[config.mk]
export PLATFORM = sky130hd
export DESIGN_NAME = uart_rx
export DESIGN_NICKNAME = d
export VERILOG_FILES = /design/src/rtl/uart_rx.sv
export SDC_FILE = /design/constraint.sdc
export NUM_CORES = 1
export LEC_CHECK = 0
export BUFFER_PORTS_ARGS = -buffer_cell sky130_fd_sc_hd__buf_2
export CORE_ASPECT_RATIO = 0.7
export CORE_UTILIZATION = 35
export DETAILED_ROUTE_END_ITERATION = 6
export PLACE_DENSITY = 0.51
export SETUP_SLACK_MARGIN = 0.3
export SLEW_MARGIN = 20
export SYNTH_ARGS = -nofsm -noshare
export SYNTH_HDL_FRONTEND = slang
export SYNTH_SLANG_ARGS = --single-unit
export TNS_END_PERCENT = 20
[constraint.sdc]
create_clock -name clk -period 1.6 [get_ports clk]
set_clock_uncertainty 0.1 [all_clocks]
set_input_delay 0.08 -clock clk [delete_from_list [all_inputs] [get_ports clk]]
set_output_delay 0.08 -clock clk [all_outputs]
set_load 0.005 [all_outputs]
[src/rtl/uart_rx.sv]
// 8N1 UART receiver: 2-flop synchronised input, mid-bit sampling, a one-byte holding register
// and sticky overrun / framing-error flags that the consumer clears with data_read.
module uart_rx #(
  parameter int CLK_FREQ  = 27_000_000,
  parameter int BAUD_RATE = 115_200
) (
  input  logic       clk,
  input  logic       rst_n,
  input  logic       rx,
  output logic [7:0] data_out,
  output logic       data_valid,
  input  logic       data_read,
  output logic       overrun,
  output logic       framing_error
);

  localparam int BIT_TICKS  = CLK_FREQ / BAUD_RATE;
  localparam int HALF_TICKS = BIT_TICKS / 2;
  localparam int CNT_W      = (BIT_TICKS > 1) ? $clog2(BIT_TICKS) : 1;

  localparam logic [CNT_W-1:0] BIT_LAST  = CNT_W'(BIT_TICKS - 1);
  localparam logic [CNT_W-1:0] HALF_LAST = CNT_W'((HALF_TICKS > 0) ? HALF_TICKS - 1 : 0);

  localparam logic [1:0] IDLE  = 2'd0;
  localparam logic [1:0] START = 2'd1;
  localparam logic [1:0] DATA  = 2'd2;
  localparam logic [1:0] STOP  = 2'd3;

  logic             rx_p0;
  logic             rx_s;
  logic [1:0]       state;
  logic [CNT_W-1:0] cnt;
  logic [2:0]       bit_idx;
  logic [7:0]       shift_reg;
  logic             stop_hit;
  logic             stop_good;
  logic             stop_bad;

  // Stage p0/p1: metastability synchroniser, idles high so reset never looks like a start bit
  always_ff @(posedge clk or negedge rst_n) begin
    if (!rst_n) begin
      rx_p0 <= 1'b1;
      rx_s  <= 1'b1;
    end else begin
      rx_p0 <= rx;
      rx_s  <= rx_p0;
    end
  end

  // Frame sequencer: one sample per bit, taken at the middle of each bit period
  always_ff @(posedge clk or negedge rst_n) begin
    if (!rst_n) begin
      state     <= IDLE;
      cnt       <= '0;
      bit_idx   <= 3'd0;
      shift_reg <= 8'h00;
    end else begin
      case (state)
        IDLE: begin
          if (!rx_s) begin
            state <= START;
            cnt   <= '0;
          end
        end
        START: begin
          if (cnt == HALF_LAST) begin
            cnt <= '0;
            if (rx_s) begin
              state <= IDLE;
            end else begin
              state   <= DATA;
              bit_idx <= 3'd0;
            end
          end else begin
            cnt <= cnt + 1'b1;
          end
        end
        DATA: begin
          if (cnt == BIT_LAST) begin
            cnt       <= '0;
            shift_reg <= {rx_s, shift_reg[7:1]};
            bit_idx   <= bit_idx + 3'd1;
            if (bit_idx == 3'd7) state <= STOP;
          end else begin
            cnt <= cnt + 1'b1;
          end
        end
        STOP: begin
          if (cnt == BIT_LAST) begin
            cnt   <= '0;
            state <= IDLE;
          end else begin
            cnt <= cnt + 1'b1;
          end
        end
        default: state <= IDLE;
      endcase
    end
  end

  assign stop_hit  = (state == STOP) && (cnt == BIT_LAST);
  assign stop_good = stop_hit && rx_s;
  assign stop_bad  = stop_hit && !rx_s;

  // Output holding register: a good stop load takes priority over a same-cycle read
  always_ff @(posedge clk or negedge rst_n) begin
    if (!rst_n) begin
      data_out      <= 8'h00;
      data_valid    <= 1'b0;
      overrun       <= 1'b0;
      framing_error <= 1'b0;
    end else if (stop_good) begin
      data_out      <= shift_reg;
      data_valid    <= 1'b1;
      overrun       <= data_read ? 1'b0 : (overrun | data_valid);
      framing_error <= data_read ? 1'b0 : framing_error;
    end else begin
      if (data_read) begin
        data_valid <= 1'b0;
        overrun    <= 1'b0;
      end
      if (stop_bad)       framing_error <= 1'b1;
      else if (data_read) framing_error <= 1'b0;
    end
  end

endmodule

### Word level (Yosys, flattened, before mapping)

Index checks and enable logic that the tools add are counted.

* input bits: 4
* output and inout port bits: 11
* bits in registers: 34

* reduce and logical (&&, ||, !) cells: 11
* add/sub/neg operators: 2
* equal/unequal tests: 12
* bitwise operators: 1
* muxes and demuxes: 22

Operator list (number)
* $mux W8: 3
* $pmux W8 S3: 1
* $mux W2: 6
* $ne A2 B2 Y1 const B: 6
* $mux W3: 3
* $add A8 B1 Y8 const B: 1
* $eq A8 B7 Y1 const B: 1
* $eq A8 B8 Y1 const B: 1
* $pmux W2 S4: 1
* $mux W1: 7
* $pmux W3 S2: 1
* $reduce_and A5 Y1: 1
* $eq A2 B2 Y1 const B: 2
* $reduce_and A4 Y1: 1
* $reduce_bool A2 Y1: 2
* $add A3 B1 Y3 const B: 1
* $eq A3 B3 Y1 const B: 1
* $logic_and A1 B1 Y1: 3
* $eq A2 B1 Y1 const B: 1
* $logic_not A2 Y1: 1
* $reduce_and A2 Y1: 1
* $reduce_or A2 Y1: 1
* $logic_not A1 Y1: 1
* $or A1 B1 Y1: 1

### Depth between registers and ports, before layout

Gate-level depths: netlist of run 1.

* depth after elaboration: 5
* depth in mapped cells: 7
* gate-level depth less buffers: 6

### Worst setup path after synthesis of run 1

Ideal clock, no wire load.

* path kind: reg-to-reg
* from: register cnt[1]
* to: register shift_reg[0]
* stages on the path, launching flop included: 7
* path slack: -0.129 ns
* period minus slack after synthesis: 1.729 ns
* arrival: 1.505 ns
* required time: 1.375 ns
* path buffers: 1
* setup time: 0.125 ns
* cells stage by stage: dfrtp_1 > inv_1 > ha_1 > and4bb_4 > and4b_1 > buf_4 > mux2_2

* word-level cells in the longest chain between the ends: 2

RTL lines
* start: declaration: RTL line 32 `logic [CNT_W-1:0] cnt;`
* start signal: assignment: RTL line 75 `cnt <= cnt + 1'b1;`
* start signal: assignment: RTL line 85 `cnt <= cnt + 1'b1;`
* start signal: assignment: RTL line 93 `cnt <= cnt + 1'b1;`
* $eq A8 B8 Y1: RTL line 79 `if (cnt == BIT_LAST) begin`
* $reduce_and A2 Y1 (no source line)
* end signal: assignment: RTL line 81 `shift_reg <= {rx_s, shift_reg[7:1]};`
* end: declaration: RTL line 34 `logic [7:0] shift_reg;`

Every way passes these cells.
A chain may end at the register's enable or synchronous reset.

### Worst setup path in the final report of run 1

* from: register cnt[1]
* to: register shift_reg[3]

Same word-level chain as after synthesis.

==> key figures, run 1 <==
STA
  – Fmax: between 500 and 600 MHz
  – RSZ-0062 raised after global routing: yes
  – Slew margin rel.: 0.715
  – Slew @ Worst Pin: 427 ps
  – Tcrit/Tclk final: 1.09
  – # setup viols final: 22
  – Final worst slack: -140 ps
  – Max Slew Vio Count: 0
  – Minimum clock period: 1740 ps
  – Hold Vio Cnt, Final: 0
  – Min Hold Slack: about 250 ps

Synth
  – Sequential share of the synthesized area: 0.541
  – Syn_nets: 144
  – Syn avg cell area: roughly 12 sq um
  – Synth warn: 0
  – Cell count after synthesis: approximately 140
  – Distinct cells, synth: 38
  – Flops & latches, synth: 34
  – Post-Syn Area: between 0.0015 and 0.002 sq mm

Route
  – Via count: approximately 1200
  – Detailed Routing Iterations Pass 1: 4
  – WL final: 3410 um
  – Top Layer Used: met4
  – Met3 WL: 119 um
  – Drt wl/cell: 14.4 um
  – Post-route DRC: 0
  – DRT iter0 DRCs: between 100 and 150
  – Vias per cell: between 5 and 6
  – ANT nets after route: 0
  – Met2 WL: ~1500 um
  – WL met1: around 1800 um

Clock tree
  – Worst-path clk slew: roughly 70 ps
  – TritonCTS buffer count: 5
  – CTS sink cnt: 34
  – Clock tree buffer depth: 2
  – Worst-Skew Late Latency: roughly 290 ps
  – Root Buffer Master: clkbuf_8
  – CTS tree: yes
  – # H-tree levels: 2

Critical path
  – CP Max Fanout: 5
  – R2r worst-path depth: 6
  – CP endpoint kind: register
  – CP arrival: 1810 ps
  – Buf/Inv on CP: 2
  – Worst path max stage delay: 390 ps
  – CP top delay family: simple AND/OR/NAND/NOR gates
  – Crit-path cells: inv_2, ha_4, and4bb_4, and4b_1, buf_6, mux2_4
  – Critical Path Source Type: register
  – Crit path depth: 6
  – CP max-delay cell: dfrtp_1
  – Worst path required time: ~1700 ps
  – CP Class: reg -> reg

Floorplanning
  – # IOs: 15
  – Initial core utilization: 0.364
  – Die X: 82.2 um
  – Die height: approximately 58 um
  – Rows: 20
  – DIE AREA: around 0.0048 sq mm
  – Core area: 0.00433 sq mm

Outcome
  – Status: complete, but fails checks
  – Failing checks: negative setup slack

Global route
  – Remaining Overflow, GRT: 0
  – Antenna violations before repair: 0
  – First-pass GRT wire length: about 5600 um
  – Largest net degree at the start of global routing: 35
  – All-layer global routing usage: 0.161
  – Vias in the first global route: approximately 1100

Placement
  – PortBufs: 14
  – Gpl congestion: 0.752
  – Cell Area, Placed: ~0.0019 sq mm
  – Detailed placement HPWL: 2410 um
  – Placed instance count: 223

Final layout
  – ANT cells: 0
  – Multi-input logic area: slightly below 800 sq um
  – Share of cells above drive strength 1: 0.459
  – Area delta synth->final: 36.9%
  – Final net count: approximately 190
  – Design Area, Final: 0.00216 sq mm
  – Final core occ: 0.499
  – Filler instances: between 300 and 400
  – Cell Count, Final, Fillers Out: roughly 240
  – Register area: 853 sq um

Power
  – Internal Power: ~0.0015 W
  – Net Sw Power: 0.000348 W
  – Lkg Pwr: 1.07 nW
  – Clk pwr share: 0.514
  – Sequential power share: 0.470
  – Sw frac: 0.188
  – Comb pwr share: 0.016
  – Maximum vdd drop: roughly 530 uV
  – Pwr/cell area: 855 mW/mm^2

Run
  – Max Cap Viol: 0

Worst hold path
  – Worst Hold Class: in -> async
stage by stage:
stage	TNS (ps)	power, W	setup slack (ps)
2_1_floorplan	-2210	0.000885	-121
3_3_place_gp	-2300	0.000909	-132
3_5_place_dp	-3350	0.000910	-189
4_1_cts	-2720	0.00187	-165
5_1_grt	-3820	0.00191	-196
6_report	-2110	0.00185	-140
final cells by class:
class / count / share of cell area
well taps: 55 / 0.0319
clock inverters: 3 / 0.0319
flip-flops and latches: 34 / 0.395
clock buffers: 5 / 0.0319
repair buffers: 41 / 0.139
multi-input cells: 92 / 0.360
inverters: 6 / 0.0104
worst register-to-register path: stages, from the launching register on:
cell and delay, ps:
dfrtp_1 390, inv_2 80, ha_4 110, and4bb_4 230, and4b_1 250, buf_6 160
mux2_4 310
power groups by stage:
stage	Clock [W]	Combinational [W]	Sequential, W
after detailed placement	0	0.0000259	0.000884
final	0.000948	0.0000301	0.000868
after floorplan	0	0.00000239	0.000882
after CTS	0.000968	0.0000316	0.000867
after global routing	0.00101	0.0000345	0.000868
after global placement	0	0.0000257	0.000883
cell usage after synthesis:
cell,number,share of area
nand2_1,14,0.033
xor2_1,1,0.0056
mux2_2,17,0.12
nor3_1,1,0.0032
nand4_1,1,0.0040
and2_1,1,0.0040
and4bb_4,1,0.010
nand3_4,1,0.011
clkbuf_2,1,0.0032
o211ai_1,2,0.0095
inv_1,6,0.014
nand2b_1,2,0.0079
dfrtp_1,32,0.51
o31ai_1,1,0.0048
a22oi_1,1,0.0048
nor2b_1,2,0.0079
nor3b_1,1,0.0048
a21boi_2,1,0.0071
a2bb2oi_1,1,0.0056
clkbuf_1,1,0.0024
nor2_1,8,0.019
o21ai_0,6,0.019
a41oi_1,1,0.0056
and3_1,2,0.0079
nor4_1,1,0.0040
and3_4,1,0.0071
nand3_1,3,0.0095
a211oi_1,1,0.0048
nor3b_2,1,0.0079
buf_4,1,0.0048
a21oi_1,4,0.013
o22ai_1,6,0.024
and4b_1,1,0.0063
o21ai_1,1,0.0032
and4_1,1,0.0056
mux2i_1,2,0.013
ha_1,5,0.040
dfstp_2,2,0.033
cells in the final DEF (no fill, tap or decap), drive strengths merged, types with 4 or more instances in the layout:
cell type / count
buf: 38
dfrtp: 32
mux2: 17
nand2: 14
nor2: 8
o21ai: 7
inv: 6
o22ai: 6
clkbuf: 5
ha: 5
nand3: 4
a21oi: 4
layer usage:
metal,global-route usage,vias up
li1,-,575
met1,0.237,580
met2,0.218,22
met3,0.0472,6
met4,0.0677,0
met5,0,-
cells by family (layout without fill, tap and decap cells):
group / count (synthesis) / after routing / share of synthesized area
buffers and inverters: 9 / 55 / 0.0246
adders and majority gates: 5 / 5 / 0.0397
AOI/OAI and AO/OA: 25 / 25 / 0.101
and+or+nand+nor: 42 / 42 / 0.154
xor gates and xnor gates: 1 / 1 / 0.00556
DFF: 34 / 34 / 0.541
muxes: 19 / 19 / 0.134
path summary, 6_finish.rpt:
| kind | start | endpoint | slack, ps |
|---|---|---|---|
| setup / recovery | cnt[1]$_DFFE_PN0P_ | shift_reg[3]$_DFFE_PN0P_ | -140 |
| setup reg to reg | cnt[1]$_DFFE_PN0P_ | shift_reg[3]$_DFFE_PN0P_ | -140 |
| min in group clk | rx_p0$_DFF_PN1_ | rx_s$_DFF_PN1_ | 260 |
| hold reg to reg | rx_p0$_DFF_PN1_ | rx_s$_DFF_PN1_ | 260 |
| hold / removal | rst_n | cnt[4]$_DFFE_PN0P_ | 250 |
| max in group asynchronous | rst_n | rx_p0$_DFF_PN1_ | 820 |
what timing repair did:
action | 4_1_cts | 5_1_grt
hold buffers | 3 | 0
setup buffers | 1 | 0
hold endpoints to repair | 36 | 0
pin swaps | 2 | 6
endpoints found under the setup margin | 32 | 32
resized for setup | 13 | 18
cloned | 1 | 0
Note: power is estimated with default switching activity, not from simulation.
==> run 2: changes to the inputs <==
--- a/config.mk
+++ b/config.mk
@@ -11,7 +11,7 @@
 export DETAILED_ROUTE_END_ITERATION = 6
 export PLACE_DENSITY = 0.51
 export SETUP_SLACK_MARGIN = 0.3
-export SLEW_MARGIN = 20
+export SLEW_MARGIN = 30
 export SYNTH_ARGS = -nofsm -noshare
 export SYNTH_HDL_FRONTEND = slang
 export SYNTH_SLANG_ARGS = --single-unit
==> constraint.sdc (replaced) <==
create_clock -name clk -period 1.6 [get_ports clk]
set_clock_uncertainty 0.1 [all_clocks]
set_input_delay 0.24 -clock clk [delete_from_list [all_inputs] [get_ports clk]]
set_output_delay 0.24 -clock clk [all_outputs]
set_load 0.005 [all_outputs]
==> key figures, run 2 (synthesized netlist as in run 1, its figures left out) <==
Final layout
  – Commonest non-fill, non-tap cell in the layout: dfrtp_1
  – Multi-input logic area: 777 sq um (unchanged)
  – Register area: 853 sq um (unchanged)
  – Most frequent cells in the layout: dfrtp_1, buf_4, nand2_1, buf_2, mux2_2
  – Area delta synth->final: 36.3%
  – Share of cells above drive strength 1: 0.461 (+0.00255)
  – Final net count: 188 (-0.53%)
  – ANT cells: 0 (unchanged)
  – Filler instances: 392 (+0.26%)
  – Design Area, Final: 0.00215 sq mm (-0.46%)
  – Cell Count, Final, Fillers Out: 235 (-0.42%)

Critical path
  – Worst path max stage delay: 390 ps (about the same)
  – CP Class: reg -> reg
  – CP endpoint kind: register
  – RR Startpoint: cnt[1]$_DFFE_PN0P_
  – CP Max Fanout: 5 (unchanged)
  – Critical Path Source Type: register
  – Worst R2R End: shift_reg[3]$_DFFE_PN0P_
  – Worst path required time: 1670 ps (about the same)
  – R2r worst-path depth: 6 (unchanged)
  – CP arrival: 1810 ps (about the same)
  – R2R Setup Slk: -140 ps (about the same)
  – Buf/Inv on CP: 2 (unchanged)
  – CP top delay family: simple AND/OR/NAND/NOR gates
  – Crit-path cells: inv_2, ha_4, and4bb_4, and4b_1, buf_6, mux2_4
  – CP max-delay cell: dfrtp_1

STA
  – Fin Setup TNS: -2120 ps (-8.46 ps)
  – Max Slew Vio Count: 0 (unchanged)
  – Final worst slack: -140 ps (-0.418 ps)
  – Tcrit/Tclk final: 1.09 (about the same)
  – Fmax: 575 MHz (about the same)
  – Hold Vio Cnt, Final: 0 (unchanged)
  – RSZ-0062 raised after global routing: yes
  – Slew @ Worst Pin: 425 ps (-1.60 ps)
  – # setup viols final: 22 (unchanged)
  – Minimum clock period: 1740 ps (+0.418 ps)
  – Slew margin rel.: 0.716 (+0.00107)

Clock tree
  – CTS tree: yes
  – Root Buffer Master: clkbuf_8
  – # H-tree levels: 2 (unchanged)
  – CTS sink cnt: 34 (unchanged)
  – Worst-path clk slew: 70 ps (about the same)
  – Worst-Skew Late Latency: 290 ps (about the same)
  – Clock tree buffer depth: 2 (unchanged)
  – TritonCTS buffer count: 5 (unchanged)

Outcome
  – Failing checks: negative setup slack
  – Status: complete, but fails checks

Placement
  – Placed instance count: 223 (unchanged)
  – PortBufs: 14 (unchanged)
  – Detailed placement HPWL: 2410 um (unchanged)
  – Gpl congestion: 0.752 (unchanged)
  – Cell Area, Placed: 0.00186 sq mm (unchanged)

Global route
  – Largest net degree at the start of global routing: 35 (unchanged)
  – Remaining Overflow, GRT: 0 (unchanged)
  – Antenna violations before repair: 0 (unchanged)
  – Vias in the first global route: 1113 (unchanged)
  – All-layer global routing usage: 0.161 (unchanged)
  – First-pass GRT wire length: 5570 um (unchanged)

Route
  – Detailed Routing Iterations Pass 1: 4 (unchanged)
  – Via count: 1165 (-1.5%)
  – Drt wl/cell: 14.5 um (+0.31%)
  – Vias per cell: 4.96 (-1.1%)
  – Post-route DRC: 0 (unchanged)
  – DRT iter0 DRCs: 77 (-29%)
  – ANT nets after route: 0 (unchanged)
  – WL final: 3410 um (-0.12%)

Floorplanning
  – Die height: 58.2 um (unchanged)
  – Initial core utilization: 0.364 (unchanged)
  – Die X: 82.2 um (unchanged)
  – Rows: 20 (unchanged)
  – Core area: 0.00433 sq mm (unchanged)
  – DIE AREA: 0.00478 sq mm (unchanged)
  – # IOs: 15 (unchanged)

Worst hold path
  – Hold_sp: data_read
  – Hold EP: overrun$_DFFE_PN0P_
  – Worst Hold Class: in -> reg
  – Worst hold path cell count: 2

Power
  – Lkg Pwr: 1.07 nW (-0.39%)
  – Power, Total: 0.00184 W (-0.12%)
  – Pwr/cell area: 858 mW/mm^2 (+0.35%)
  – Maximum vdd drop: 531 uV (about the same)

Run
  – Max Cap Viol: 0 (unchanged)
[run 2: cell count changes in the layout (fill, tap and decap cells not counted)]
cell / previous run / this run
dlygate4sd3_1: 3 / 2
[run 2: worst max path at each step]
| stage | from | to | slack, ps | cells after the start |
|---|---|---|---|---|
| after global routing | cnt[0]$_DFFE_PN0P_ | cnt[5]$_DFFE_PN0P_ | -200 | 7 |
| after detailed placement | cnt[1]$_DFFE_PN0P_ | shift_reg[4]$_DFFE_PN0P_ | -190 | 6 |
| after floorplan | cnt[1]$_DFFE_PN0P_ | shift_reg[0]$_DFFE_PN0P_ | -120 | 6 |
| after CTS | cnt[1]$_DFFE_PN0P_ | shift_reg[6]$_DFFE_PN0P_ | -160 | 6 |
| final | cnt[1]$_DFFE_PN0P_ | shift_reg[3]$_DFFE_PN0P_ | -140 | 6 |
| after global placement | cnt[1]$_DFFE_PN0P_ | shift_reg[4]$_DFFE_PN0P_ | -130 | 6 |
[run 2: power by group]
group	switching (W)	internal [W]	leakage, nW
Combinational	0.0000191	0.00000887	0.547
Sequential	0.00000398	0.000864	0.453
Clock	0.000324	0.000624	0.0683
[run 2: through the flow]
stage / util / hold slack (ps) / worst slack [ps]
final: 0.496 / 29.9 / -140
after global routing: 0.496 / 29.9 / -196
after CTS: 0.478 / 28.5 / -165
after detailed placement: 0.431 / 197 / -189
after global placement: 0.431 / 194 / -132
after floorplan: - / -156 / -121
[run 2: final cells by class]
type / count / area share
Sequential cell: 34 / 0.397
Multi-Input combinational cell: 92 / 0.362
Timing Repair Buffer: 40 / 0.135
Clock buffer: 5 / 0.0320
Clock inverter: 3 / 0.0320
Tap cell: 55 / 0.0320
Inverter: 6 / 0.0105
[run 2: metal layers]
metal,vias up,global-route usage,share of wire
met2,19,0.218,0.43
li1,570,-,-
met5,-,0,0
met4,0,0.0677,0.013
met1,570,0.237,0.52
met3,6,0.0472,0.033
[run 2: repair_timing]
| item | 4_1_cts | 5_1_grt |
|---|---|---|
| endpoints found under the setup margin | 32 | 32 |
| pin swaps | 2 | 6 |
| gates cloned | 1 | 0 |
| buffers inserted | 1 | 0 |
| gates resized for setup | 13 | 18 |
| endpoints found under the hold margin | 33 | 0 |
| hold buffers | 2 | 0 |
